**src/rtl/mem_bus_ctrl.sv**
```systemverilog
// -----------------------------------------------------------------------------
// mem_bus_ctrl
//   Processor-side initiator for the main-memory bus. Arbitrates between the
//   icache fetch port and the dcache load/store port, issues one bus command
//   at a time, and tracks outstanding load tags so tagged return data is
//   routed back to the owning port together with that port's request ID.
//
// Ports
//   clk, rst                      clock, async active-high reset
//   ic_req_*                      icache load request (vld/addr/id in, rdy out)
//   dc_req_*                      dcache request (vld/cmd/addr/data/id in, rdy out)
//   ic_rsp_*, dc_rsp_*            registered load-data return pulses per port
//   dc_st_ack_o, dc_st_id_o       store accepted by memory (pulse)
//   proc2mem_*                    bus command/address/store data (registered)
//   mem2proc_response_i           nonzero = command accepted, value = tag
//   mem2proc_tag_i/data_i         nonzero tag = data belongs to that tag
//   outst_cnt_o                   loads currently outstanding
//   err_o                         protocol error pulse (bad return / tag reuse)
// -----------------------------------------------------------------------------
module mem_bus_ctrl #(
  parameter int ID_W       = 4,
  parameter int MAX_OUTST  = 8,   // 1..15
  parameter int STARVE_LIM = 4
) (
  input  logic            clk,
  input  logic            rst,
  input  logic            ic_req_vld_i,
  input  logic [63:0]     ic_req_addr_i,
  input  logic [ID_W-1:0] ic_req_id_i,
  output logic            ic_req_rdy_o,
  input  logic            dc_req_vld_i,
  input  logic [1:0]      dc_req_cmd_i,
  input  logic [63:0]     dc_req_addr_i,
  input  logic [63:0]     dc_req_data_i,
  input  logic [ID_W-1:0] dc_req_id_i,
  output logic            dc_req_rdy_o,
  output logic            ic_rsp_vld_o,
  output logic [ID_W-1:0] ic_rsp_id_o,
  output logic [63:0]     ic_rsp_data_o,
  output logic            dc_rsp_vld_o,
  output logic [ID_W-1:0] dc_rsp_id_o,
  output logic [63:0]     dc_rsp_data_o,
  output logic            dc_st_ack_o,
  output logic [ID_W-1:0] dc_st_id_o,
  output logic [1:0]      proc2mem_command_o,
  output logic [63:0]     proc2mem_addr_o,
  output logic [63:0]     proc2mem_data_o,
  input  logic [3:0]      mem2proc_response_i,
  input  logic [63:0]     mem2proc_data_i,
  input  logic [3:0]      mem2proc_tag_i,
  output logic [3:0]      outst_cnt_o,
  output logic            err_o
);

  localparam logic [0:0] S_IDLE  = 1'b0;
  localparam logic [0:0] S_ISSUE = 1'b1;

  localparam logic [1:0] CMD_NONE  = 2'd0;
  localparam logic [1:0] CMD_LOAD  = 2'd1;
  localparam logic [1:0] CMD_STORE = 2'd2;

  localparam int            SW         = (STARVE_LIM < 1) ? 1 : $clog2(STARVE_LIM + 1);
  localparam logic [SW-1:0] STARVE_MAX = SW'(STARVE_LIM);
  localparam logic [3:0]    MAX_CNT    = 4'(MAX_OUTST);

  // owner encoding in the tag table: 0 = icache, 1 = dcache
  logic [0:0]      r_state;
  logic [1:0]      r_cmd;       // doubles as the bus command: NONE outside ISSUE
  logic [63:0]     r_addr;
  logic [63:0]     r_data;
  logic [ID_W-1:0] r_id;
  logic            r_owner;
  logic [3:0]      r_cnt;
  logic [SW-1:0]   r_starve;

  logic            r_tbl_vld [16];
  logic            r_tbl_own [16];
  logic [ID_W-1:0] r_tbl_id  [16];

  logic            r_ic_rsp_vld, r_dc_rsp_vld, r_st_ack, r_err;
  logic [ID_W-1:0] r_ic_rsp_id, r_dc_rsp_id, r_st_id;
  logic [63:0]     r_ic_rsp_data, r_dc_rsp_data;

  // ---------------------------------------------------------------- arbitration
  logic w_idle, w_full, w_dc_ld, w_dc_st, w_dc_ok, w_ic_ok, w_ic_gnt, w_dc_gnt;

  assign w_idle  = (r_state == S_IDLE);
  // A load is admitted only while it still fits under MAX_OUTST; stores never
  // allocate a tag so they ignore this.
  assign w_full  = (r_cnt >= MAX_CNT);
  assign w_dc_ld = dc_req_vld_i && (dc_req_cmd_i == CMD_LOAD);
  assign w_dc_st = dc_req_vld_i && (dc_req_cmd_i == CMD_STORE);
  assign w_dc_ok = w_dc_st || (w_dc_ld && !w_full);
  assign w_ic_ok = ic_req_vld_i && !w_full;

  // dcache has priority unless icache has been passed over STARVE_LIM times.
  assign w_ic_gnt = w_idle && w_ic_ok && (!w_dc_ok || (r_starve == STARVE_MAX));
  assign w_dc_gnt = w_idle && w_dc_ok && !w_ic_gnt;

  assign ic_req_rdy_o = w_ic_gnt;
  assign dc_req_rdy_o = w_dc_gnt;

  // ---------------------------------------------------------------- tag bookkeeping
  logic w_rsp, w_alloc, w_st_done, w_ret, w_ret_hit, w_ret_miss, w_same, w_dup, w_inc;

  assign w_rsp      = (r_state == S_ISSUE) && (mem2proc_response_i != 4'd0);
  assign w_alloc    = w_rsp && (r_cmd == CMD_LOAD);
  assign w_st_done  = w_rsp && (r_cmd == CMD_STORE);
  assign w_ret      = (mem2proc_tag_i != 4'd0);
  assign w_ret_hit  = w_ret && r_tbl_vld[mem2proc_tag_i];
  assign w_ret_miss = w_ret && !r_tbl_vld[mem2proc_tag_i];
  // A return on the very tag being allocated frees it first, so that is not reuse.
  assign w_same     = w_ret_hit && (mem2proc_tag_i == mem2proc_response_i);
  assign w_dup      = w_alloc && r_tbl_vld[mem2proc_response_i] && !w_same;
  // An overwrite of a live entry leaves the count alone.
  assign w_inc      = w_alloc && !w_dup;

  always_ff @(posedge clk or posedge rst) begin
    if (rst) begin
      for (int i = 0; i < 16; i++) begin
        r_tbl_vld[i] <= 1'b0;
        r_tbl_own[i] <= 1'b0;
        r_tbl_id[i]  <= '0;
      end
    end else begin
      if (w_ret_hit) r_tbl_vld[mem2proc_tag_i] <= 1'b0;
      // Later assignment wins, so a same-tag return+allocate keeps the new entry.
      if (w_alloc) begin
        r_tbl_vld[mem2proc_response_i] <= 1'b1;
        r_tbl_own[mem2proc_response_i] <= r_owner;
        r_tbl_id[mem2proc_response_i]  <= r_id;
      end
    end
  end

  // The count equals the number of live entries in a 15-entry table, so it
  // cannot exceed 15 nor go below 0.
  always_ff @(posedge clk or posedge rst) begin
    if (rst) r_cnt <= 4'd0;
    else     r_cnt <= r_cnt + 4'(w_inc) - 4'(w_ret_hit);
  end

  always_ff @(posedge clk or posedge rst) begin
    if (rst) begin
      r_starve <= '0;
    end else if (!ic_req_vld_i || w_ic_gnt) begin
      r_starve <= '0;
    end else if (w_dc_gnt && (r_starve != STARVE_MAX)) begin
      r_starve <= r_starve + 1'b1;
    end
  end

  // ---------------------------------------------------------------- FSM / bus
  always_ff @(posedge clk or posedge rst) begin
    if (rst) begin
      r_state <= S_IDLE;
      r_cmd   <= CMD_NONE;
      r_addr  <= '0;
      r_data  <= '0;
      r_id    <= '0;
      r_owner <= 1'b0;
    end else begin
      case (r_state)
        S_IDLE: begin
          if (w_ic_gnt) begin
            r_state <= S_ISSUE;
            r_cmd   <= CMD_LOAD;
            r_addr  <= ic_req_addr_i;
            r_data  <= '0;
            r_id    <= ic_req_id_i;
            r_owner <= 1'b0;
          end else if (w_dc_gnt) begin
            r_state <= S_ISSUE;
            r_cmd   <= dc_req_cmd_i;
            r_addr  <= dc_req_addr_i;
            r_data  <= dc_req_data_i;
            r_id    <= dc_req_id_i;
            r_owner <= 1'b1;
          end
        end
        default: begin
          if (w_rsp) begin
            r_state <= S_IDLE;
            r_cmd   <= CMD_NONE;
          end
        end
      endcase
    end
  end

  // ---------------------------------------------------------------- responses
  always_ff @(posedge clk or posedge rst) begin
    if (rst) begin
      r_ic_rsp_vld  <= 1'b0;
      r_ic_rsp_id   <= '0;
      r_ic_rsp_data <= '0;
      r_dc_rsp_vld  <= 1'b0;
      r_dc_rsp_id   <= '0;
      r_dc_rsp_data <= '0;
      r_st_ack      <= 1'b0;
      r_st_id       <= '0;
      r_err         <= 1'b0;
    end else begin
      r_ic_rsp_vld <= w_ret_hit && !r_tbl_own[mem2proc_tag_i];
      r_dc_rsp_vld <= w_ret_hit &&  r_tbl_own[mem2proc_tag_i];
      if (w_ret_hit && !r_tbl_own[mem2proc_tag_i]) begin
        r_ic_rsp_id   <= r_tbl_id[mem2proc_tag_i];
        r_ic_rsp_data <= mem2proc_data_i;
      end
      if (w_ret_hit && r_tbl_own[mem2proc_tag_i]) begin
        r_dc_rsp_id   <= r_tbl_id[mem2proc_tag_i];
        r_dc_rsp_data <= mem2proc_data_i;
      end
      r_st_ack <= w_st_done;
      if (w_st_done) r_st_id <= r_id;
      r_err <= w_ret_miss || w_dup;
    end
  end

  assign ic_rsp_vld_o       = r_ic_rsp_vld;
  assign ic_rsp_id_o        = r_ic_rsp_id;
  assign ic_rsp_data_o      = r_ic_rsp_data;
  assign dc_rsp_vld_o       = r_dc_rsp_vld;
  assign dc_rsp_id_o        = r_dc_rsp_id;
  assign dc_rsp_data_o      = r_dc_rsp_data;
  assign dc_st_ack_o        = r_st_ack;
  assign dc_st_id_o         = r_st_id;
  assign proc2mem_command_o = r_cmd;
  assign proc2mem_addr_o    = r_addr;
  assign proc2mem_data_o    = r_data;
  assign outst_cnt_o        = r_cnt;
  assign err_o              = r_err;

endmodule

```
**config.mk**
```make
export PLATFORM = sky130hd
export DESIGN_NAME = mem_bus_ctrl
export DESIGN_NICKNAME = d
export VERILOG_FILES = /design/src/rtl/mem_bus_ctrl.sv
export SDC_FILE = /design/constraint.sdc
export NUM_CORES = 1
export LEC_CHECK = 0
export BUFFER_PORTS_ARGS = -buffer_cell sky130_fd_sc_hd__buf_4
export CAP_MARGIN = 20
export CORE_AREA = 2 2 214 216
export CTS_CLUSTER_SIZE = 14
export DETAILED_ROUTE_END_ITERATION = 6
export DIE_AREA = 0 0 216 218
export PLACE_DENSITY = 0.73
export SLEW_MARGIN = 20
export SYNTH_ARGS = -nofsm -noshare
export SYNTH_HDL_FRONTEND = slang
export SYNTH_SLANG_ARGS = --single-unit
```
**constraint.sdc**
```tcl
create_clock -name clk -period 11.05 [get_ports clk]
set_clock_uncertainty 0.2 [all_clocks]
set_input_delay 1.105 -clock clk [delete_from_list [all_inputs] [get_ports clk]]
set_output_delay 1.105 -clock clk [all_outputs]
set_load 0.02 [all_outputs]
```
* Word-level counts from Yosys, hierarchy flattened
Index checks and enable logic that the tools add are counted.
Word-level totals: output and inout port bits 280, word-level logic and storage cells 168, register bits after elaboration 383, input bits 278
Operators by class: add/sub/neg operators 3, mux-type cells 40, reductions and logical operators 41, magnitude comparators 5, bitwise logic cells 6, equal/unequal tests 8
Operators with widths (count):
- 2-to-1 mux 64 bit | 4
- bitwise mux 64 bit | 1
- 2-to-1 mux 16 bit | 2
- logical AND 1 bit | 22
- 2-to-1 mux 4 bit | 5
- bitwise AND 16 bit | 1
- binary-select mux 4 bit (select 4 bit) | 1
- bitwise mux 16 bit | 1
- demux 4 bit (select 4 bit) | 1
- NOT 16 bit | 1
- bitwise OR 16 bit | 1
- 2-to-1 mux 1 bit | 14
- binary-select mux 1 bit (select 4 bit) | 3
- >= comparator 5 bit (second input constant) | 2
- < comparator 5 x 1 -> 1 bit (second input constant) | 2
- NOT 4 -> 5 bit | 2
- demux 1 bit (select 4 bit) | 2
- zero test 1 bit | 8
- 2-to-1 mux 2 bit | 4
- nonzero test 4 bit | 2
- 2-to-1 mux 3 bit | 2
- adder 4 x 1 -> 4 bit | 1
- == test 2 x 1 -> 1 bit (second input constant) | 2
- == test 2 bit (second input constant) | 2
- other kinds (12) | 17

* Logic depth before layout (Yosys ltp)
Gate-level depths: netlist of the first run.
depth after elaboration 12, mapped depth 13, mapped depth without buffers 11

* Worst setup path after synthesis of the first run
Ideal clock, no wire load.
path kind input to output, from input port dc_req_cmd_i[1], to output port dc_req_rdy_o, slack 7227 ps, path buffers 1, arrival time 2518 ps, cell stages on the path 5, cell sequence or3b_1 -> o22ai_1 -> nand3b_1 -> nor2_1 -> clkbuf_1
Between the ends: word-level cells in the longest chain between the ends 9, elaborated cells on any way between the ends 12
Ends and longest elaborated chain:
- from (decl) | line 32 | input logic [1:0] dc_req_cmd_i,
- == test 2 x 1 -> 1 bit | line 91 | assign w_dc_ld = dc_req_vld_i && (dc_req_cmd_i == CMD_LOAD);
- logical AND 1 bit | line 91
- logical AND 1 bit | line 93 | assign w_dc_ok = w_dc_st || (w_dc_ld && !w_full);
- logical OR 1 bit (*) | line 93
- zero test 1 bit | line 97 | assign w_ic_gnt = w_idle && w_ic_ok && (!w_dc_ok || (r_starve == STARVE_MAX));
- logical OR 1 bit | line 97
- logical AND 1 bit | line 97
- zero test 1 bit | line 98 | assign w_dc_gnt = w_idle && w_dc_ok && !w_ic_gnt;
- logical AND 1 bit (*) | line 98
- to (decl) | line 36 | output logic dc_req_rdy_o,
Mark *: on every way between the ends. The rest lies on a longest branch, timed or not.

* Final worst setup path of the first run
Same ends and word-level chain as after synthesis.

==> run summary, run 1 <==
Status: complete, no violations
Async SR Flop Fraction: 1.00
Setup violators final: 0
N_diodes: 0
Max-Cap Viols: 0
Antenna violations before repair: 5
Worst-Skew Late Latency: 0.57 ns
Ys flop type: dfrtp_1
Tot Pwr: 6420 uW
Via density: 5.04
Slew @ Worst Pin: 1.15 ns
Post-synthesis cell count: 1,066
Power Density: 291 nW/um2
Peak supply drop: 0.176 mV
Routability cong.: 0.867
Pre-Repair DR Iteration Count: 4
Reg2Reg Setup Slack: 7.64 ns
Site row count: 78
Crit Path Class: in -> out
Final hold violation count: 0
Critical Path RT: 9.75 ns
Area Growth Syn to Fin: 39.5%
Global Route Usage Sum: 0.188
Final wirelength: 45,400 um
RSZ-0062 raised after global routing: false
Commonest non-fill, non-tap cell in the layout: buf_4
Final antenna-violating net count: 0
Distinct cell type count after synthesis: 56
Minimum clock period: 3.72 ns
Worst-path cell chain: buf_4 -> or3b_1 -> o22ai_1 -> nand3b_1 -> nor2_4 -> buf_4
First-pass GRT wire length: 68,800 um
Avg Inst Size Synth: 14.8 um2
Most frequent CP cell: buf_4
Clock Tree Buf Depth: 3
CTS Buf Count: 43
Clk pin slew, worst setup/hold paths: 0.06 ns
Synth area leader: dfrtp_1
Yosys top cell area share: 0.606
Hold Path Class: reg -> reg
Setup ws final: 7.33 ns
CP Launch Type: primary input
Commonest cells after routing, fill and taps aside: 566 x buf_4, 383 x dfrtp_1, 172 x mux2_2
Num ports: 558
Hold buffers post-CTS: 0
Port-buffer cells: 557
Die H: 218 um
CTS resizes: 0
Static Leakage: 0.0109 uW
CTS Sinks: 383
Layout cells sized above 1: 0.529
Syn_nets: 1,352
Worst path arrival time: 2.41 ns
Vias: 11,300
DIE WIDTH: 216 um
Die Footprint: 47,100 um2
Setup Buffers After CTS: 0
Largest net degree at the start of global routing: 170
Crit. End Element: primary output
Routed len/inst: 20.3 um
DRC: 0
Relative slew slack: 0.227
Initial Util: 0.352
DRT iter0 DRCs: 652
Gr ovfl total: 0
Final period utilization: 0.337
Slowest stage delay, CP: 0.36 ns
F_max: 269 MHz
Synth area leaders: dfrtp_1 61%, mux2_2 12%, a221o_1 4.3%
Final #Nets: 1,887
Number of warnings issued by yosys: 0
Sequential-to-total area share from yosys stat: 0.606
Root buffer cell: clkbuf_16
Synth Register Bits: 383
CTS tree: built
Vias in the first global route: 11,600
Post-synth EDFFs: 0
FILL cells: 3,916
Dpl hpwl: 32,800 um
Synth Cell Area: 15,800 um2
Slowest-stage cell, CP: or3b_1
Final TNS setup: 0 ns
Dpl ws: 6.81 ns
Core area: 44,900 um2
Worst Hold Slack: 0.172 ns
Crit path max fanout: 4
Number of H-tree levels: 2
Max-slew violation count: 0
==> worst max-delay path: cells and delay by family <==
| kind | cells | cell delay (ns) |
|---|---|---|
| AOI/OAI and AO/OA | 1 | 0.21 |
| buffers and inverters | 2 | 0.31 |
| and+or+nand+nor | 3 | 0.78 |
==> flip-flops by register name (all words and copies together), names as in the netlist, 3 cells and up <==
name and cells:
r_tbl_vld 16, outst_cnt_o 4, ic_rsp_data_o 64, proc2mem_data_o 64, r_starve 3, ic_rsp_id_o 4
proc2mem_addr_o 64, r_tbl_own 16, dc_rsp_id_o 4, r_id 4, r_tbl_id 64, dc_rsp_data_o 64
dc_st_id_o 4
==> layer usage <==
metal	share of wire	global-route usage
met2	0.50	0.319
met1	0.38	0.223
met5	0.0016	0
met4	0.029	0.0658
met3	0.088	0.0621
==> report_power, final <==
| group | total [uW] | switching, uW | internal [uW] |
|---|---|---|---|
| registers | 2390 | 396 | 2000 |
| clock network | 1530 | 594 | 939 |
| logic | 2500 | 1270 | 1230 |
==> kinds of logic (layout without fill, tap and decap cells) <==
| family | after synthesis | after routing | share of synthesized area |
|---|---|---|---|
| simple gates | 149 | 149 | 0.0560 |
| flops | 383 | 383 | 0.606 |
| buf+inv | 91 | 661 | 0.0267 |
| mux | 249 | 249 | 0.201 |
| xor+xnor | 8 | 8 | 0.00443 |
| compound gates | 178 | 178 | 0.0992 |
| fa+ha+maj | 8 | 8 | 0.00681 |
==> Yosys cell counts, types with 2 or more instances <==
cell,count
o31ai_1,2
nand2_1,20
nand3_1,5
mux2_2,172
a21o_1,3
mux4_2,30
a21oi_1,4
buf_6,4
and2_1,68
nor2_1,14
a22o_1,65
o21ai_0,20
buf_4,2
buf_2,34
buf_1,4
ha_1,7
nand4b_1,3
or3b_1,2
nand3b_1,3
nor3_1,3
and4_1,2
nor3b_1,4
nand4_1,2
xor2_1,4
a2111oi_2,2
o211ai_2,2
nor2b_1,9
dfrtp_1,383
mux2_1,35
nand2b_1,7
a221o_1,68
inv_1,14
xnor2_1,4
mux2i_1,3
clkbuf_1,33
mux2_4,9
==> stage by stage <==
step / cell area (um2) / util / instances
after floorplan: 15800 / - / 1066
after global placement: 20500 / 0.457 / 2156
after detailed placement: 20500 / 0.457 / 2156
after CTS: 22100 / 0.491 / 2236
after global routing: 22100 / 0.491 / 2236
final: 22100 / 0.491 / 2236
==> path summary, 6_finish.rpt <==
path	from	to	cells past startpoint
worst max-delay path	dc_req_cmd_i[1]	dc_req_rdy_o	6
worst min-delay path	r_tbl_id[60]$_DFFE_PP0P_	r_tbl_id[60]$_DFFE_PP0P_	0
worst max register to register	outst_cnt_o[2]$_DFF_PP0_	r_id[1]$_DFFE_PP0P_	8
worst min register to register	r_tbl_id[60]$_DFFE_PP0P_	r_tbl_id[60]$_DFFE_PP0P_	0
max in group asynchronous	rst	outst_cnt_o[0]$_DFF_PP0_	4
min in group asynchronous	rst	dc_rsp_data_o[1]$_DFFE_PP0P_	2
==> final cells by class <==
cell class | instances | area, um2 | area share
flip-flops and latches | 383 | 9580 | 0.434
multi-input cells | 592 | 5850 | 0.265
repair buffers | 567 | 4270 | 0.194
clock buffers | 60 | 1250 | 0.0567
well taps | 600 | 751 | 0.0340
clock inverters | 20 | 304 | 0.0138
inverters | 14 | 56.3 | 0.00255
Note: power is estimated with default switching activity, not from simulation.
==> inputs of run 2 (changes only) <==
Settings changed: ABC_AREA set to 1, CORE_AREA 2 2 214 216 to 2 2 218 220, DIE_AREA 0 0 216 218 to 0 0 220 222, PLACE_DENSITY 0.73 to 0.71.
Clock period 11.05 ns to 3.8 ns, I/O delays scaled along.
==> run 2 against run 1 <==
Compared with the run above: area after synthesis is 3.8% higher; routed wire length is 41% higher; first-iteration DRC count is 130% higher; clock power grew to 2.8 times the previous value; non-clock buffer count is 286 higher; critical endpoint is now proc2mem_addr_o[33]$_DFFE_PP0P_.
==> run summary, run 2 <==
Die Footprint: 48,800 um2 (+3.7%)
Layout cells sized above 1: 0.248 (-0.282)
Clk pin slew, worst setup/hold paths: 0.06 ns (about the same)
Dpl hpwl: 42,200 um (+28%)
Crit path max fanout: 71 (+67)
Routed len/inst: 19.1 um (-6.2%)
Avg Inst Size Synth: 8.41 um2 (-43%)
Final #Nets: 3,016 (+60%)
Status: complete, no violations
FILL cells: 3,946 (+0.77%)
# placed instances: 3,024 (+40%)
Gr ovfl total: 0 (unchanged)
Worst path arrival time: 3.77 ns (+1.36 ns)
Final period utilization: 0.930
Final hold violation count: 0 (unchanged)
Relative slew slack: 0.388 (+0.161)
Vias: 17,100 (+52%)
Post-synthesis cell count: 1,951 (+83%)
Sequential-to-total area share from yosys stat: 0.584 (-0.0221)
F_max: 283 MHz
Synth area leader: dfrtp_1
Count leader, synth: nand2_1
Global Route Usage Sum: 0.257 (+0.0689)
RSZ-0062 raised after global routing: false
Final TNS setup: 0 ns (unchanged)
Reg2reg path depth: 13 (+5)
Vias in the first global route: 17,200 (+49%)
Clock Tree Buf Depth: 3 (unchanged)
DIE WIDTH: 220 um (+1.9%)
Peak supply drop: 0.522 mV (+200%)
Synth Register Bits: 383 (unchanged)
Crit. End Element: flip-flop
Power Density: 810 nW/um2 (+180%)
Commonest cells after routing, fill and taps aside: 848 x nand2_1, 575 x buf_4, 383 x dfrtp_1
Initial Util: 0.355 (+0.00255)
Critical R2R Launch: outst_cnt_o[2]$_DFF_PP0_
Setup violators final: 0 (unchanged)
Hold path cells: 4 (+4)
Number of warnings issued by yosys: 0 (unchanged)
Number of H-tree levels: 2 (unchanged)
Area Growth Syn to Fin: 53.7%
Register area: 9580 um2 (unchanged)
Distinct cell type count after synthesis: 27 (-52%)
Pre-Repair DR Iteration Count: 6 (+2)
First-pass GRT wire length: 97,500 um (+42%)
Static Leakage: 0.0132 uW (+21%)
Antenna violations before repair: 4 (-1)
Final wirelength: 64,200 um (+41%)
DRC: 0 (unchanged)
DRT iter0 DRCs: 1,502 (+130%)
CTS Buf Count: 43 (unchanged)
Critical Path RT: 4.04 ns (-5.71 ns)
Slew @ Worst Pin: 0.918 ns (-0.233 ns)
Crit Path Class: reg -> reg
Minimum clock period: 3.54 ns
Synth Cell Area: 16,400 um2 (+3.8%)
Syn_nets: 2,237 (+65%)
Crit Reg-Reg Endpoint: proc2mem_addr_o[33]$_DFFE_PP0P_
Num ports: 558 (unchanged)
Site row count: 79 (+1.3%)
Yosys top cell area share: 0.584 (-0.0221)
Setup Buffers After CTS: 0 (unchanged)
Die H: 222 um (+1.8%)
Root buffer cell: clkbuf_16
CTS Sinks: 383 (unchanged)
Max-Cap Viols: 0 (unchanged)
Area of the multi-input gates: 5990 um2 (+2.4%)
Worst-Skew Late Latency: 0.57 ns (about the same)
Post-synth EDFFs: 0 (unchanged)
Synth cell count leaders: 848 x nand2_1, 383 x dfrtp_1, 319 x nand3_1
Via density: 5.09 (+0.93%)
Max-slew violation count: 0 (unchanged)
Async SR Flop Fraction: 1.00 (unchanged)
Reg2Reg Setup Slack: 0.26 ns (-7.38 ns)
Hold Path Class: in -> reg
Post-Layout Cell Count: 3,368 (+51%)
CTS tree: built
Synth area leaders: dfrtp_1 58%, nand2_1 19%, nand3_1 9.7%
Largest net degree at the start of global routing: 121 (-29%)
Hold_sp: mem2proc_response_i[3]
Core area: 46,300 um2 (+3.0%)
Hold Crit Endpoint: r_state$_DFF_PP0_
Ys flop type: dfrtp_1
Routability cong.: 0.925 (+6.7%)
Commonest non-fill, non-tap cell in the layout: nand2_1
Final antenna-violating net count: 0 (unchanged)
Port-buffer cells: 557 (unchanged)
CP Launch Type: flip-flop
==> run 2: cell count changes after synthesis, moves of 22 or more <==
| cell | previous run | this run |
|---|---|---|
| mux2_2 | 172 | 0 |
| nand3_1 | 5 | 319 |
| buf_2 | 34 | 56 |
| mux4_2 | 30 | 0 |
| and2_1 | 68 | 0 |
| inv_1 | 14 | 54 |
| nor2_1 | 14 | 53 |
| o21ai_0 | 20 | 61 |
| a221o_1 | 68 | 0 |
| nand2_1 | 20 | 848 |
| a22o_1 | 65 | 0 |
| mux2_1 | 35 | 0 |
| a21oi_1 | 4 | 38 |
==> run 2: routing by layer <==
layer | routed length, um | track usage
met5 | 26 | 0
met4 | 4220 | 0.159
met3 | 5280 | 0.0497
met2 | 30800 | 0.431
met1 | 23900 | 0.301
==> run 2: worst max-delay path by stage <==
stage | start | endpoint | slack [ns] | depth (start not counted)
final | outst_cnt_o[2]$_DFF_PP0_ | proc2mem_addr_o[33]$_DFFE_PP0P_ | 0.26 | 13
after global routing | outst_cnt_o[2]$_DFF_PP0_ | proc2mem_addr_o[41]$_DFFE_PP0P_ | 0.04 | 13
after CTS | outst_cnt_o[2]$_DFF_PP0_ | proc2mem_addr_o[54]$_DFFE_PP0P_ | 0.17 | 13
after detailed placement | mem2proc_tag_i[0] | dc_rsp_data_o[42]$_DFFE_PP0P_ | 0.53 | 14
after global placement | mem2proc_tag_i[0] | dc_rsp_data_o[47]$_DFFE_PP0P_ | 0.63 | 14
after floorplan | rst | dc_rsp_data_o[0]$_DFFE_PP0P_ | -1.93 | 1
==> run 2: logic make-up after synthesis <==
kind of cell	after synthesis	share of synthesized area
compound gates	111	0.0347
xor+xnor	6	0.00320
fa+ha+maj	8	0.00656
buf+inv	182	0.0512
flops	383	0.584
simple gates	1261	0.320
==> run 2: timing repair <==
| action | CTS | global route |
|---|---|---|
| gates resized for setup | 0 | 2 |
| setup endpoints to repair | 0 | 40 |
| hold buffers | 268 | 0 |
| endpoints found under the hold margin | 285 | 0 |
==> run 2: cell type report <==
| class | instances | share of cell area |
|---|---|---|
| inverter | 63 | 0.00972 |
| antenna | 2 | 0.000198 |
| multi-input combinational | 1386 | 0.238 |
| tap | 607 | 0.0301 |
| clock inverter | 16 | 0.00868 |
| clock buffer | 58 | 0.0486 |
| sequential | 383 | 0.380 |
| timing repair buffer | 853 | 0.285 |
==> run 2: where the power goes <==
part	internal [uW]	switching [uW]
Sequential	5840	1120
Clock	2600	1700
Combinational	3740	5430
Total	12200	8250
==> run 2: worst max-delay path, cell delays in order (launching register included) <==
cell	delay [ns]
dfrtp_1	0.34
inv_1	0.06
ha_1	0.19
nand2_1	0.06
nand2_1	0.10
o21ai_2	0.18
nand2_1	0.08
nand2_2	0.09
buf_6	0.47
inv_2	0.41
buf_4	0.38
nand2_1	0.11
nand3_1	0.09
dlygate4sd3_1	0.60
==> run 2: stage by stage <==
step / cell area [um2] / util / setup slack [ns] / hold WS, ns / total power [uW]
global route: 25200 / 0.545 / 0.0398 / 0.113 / 21500
global placement: 21100 / 0.456 / 0.632 / 0.169 / 14900
floorplan: 16400 / - / -1.93 / 0.229 / 11300
finish: 25200 / 0.545 / 0.264 / 0.113 / 20400
detailed placement: 21100 / 0.456 / 0.529 / 0.166 / 15100
CTS: 25200 / 0.545 / 0.167 / 0.0660 / 20300
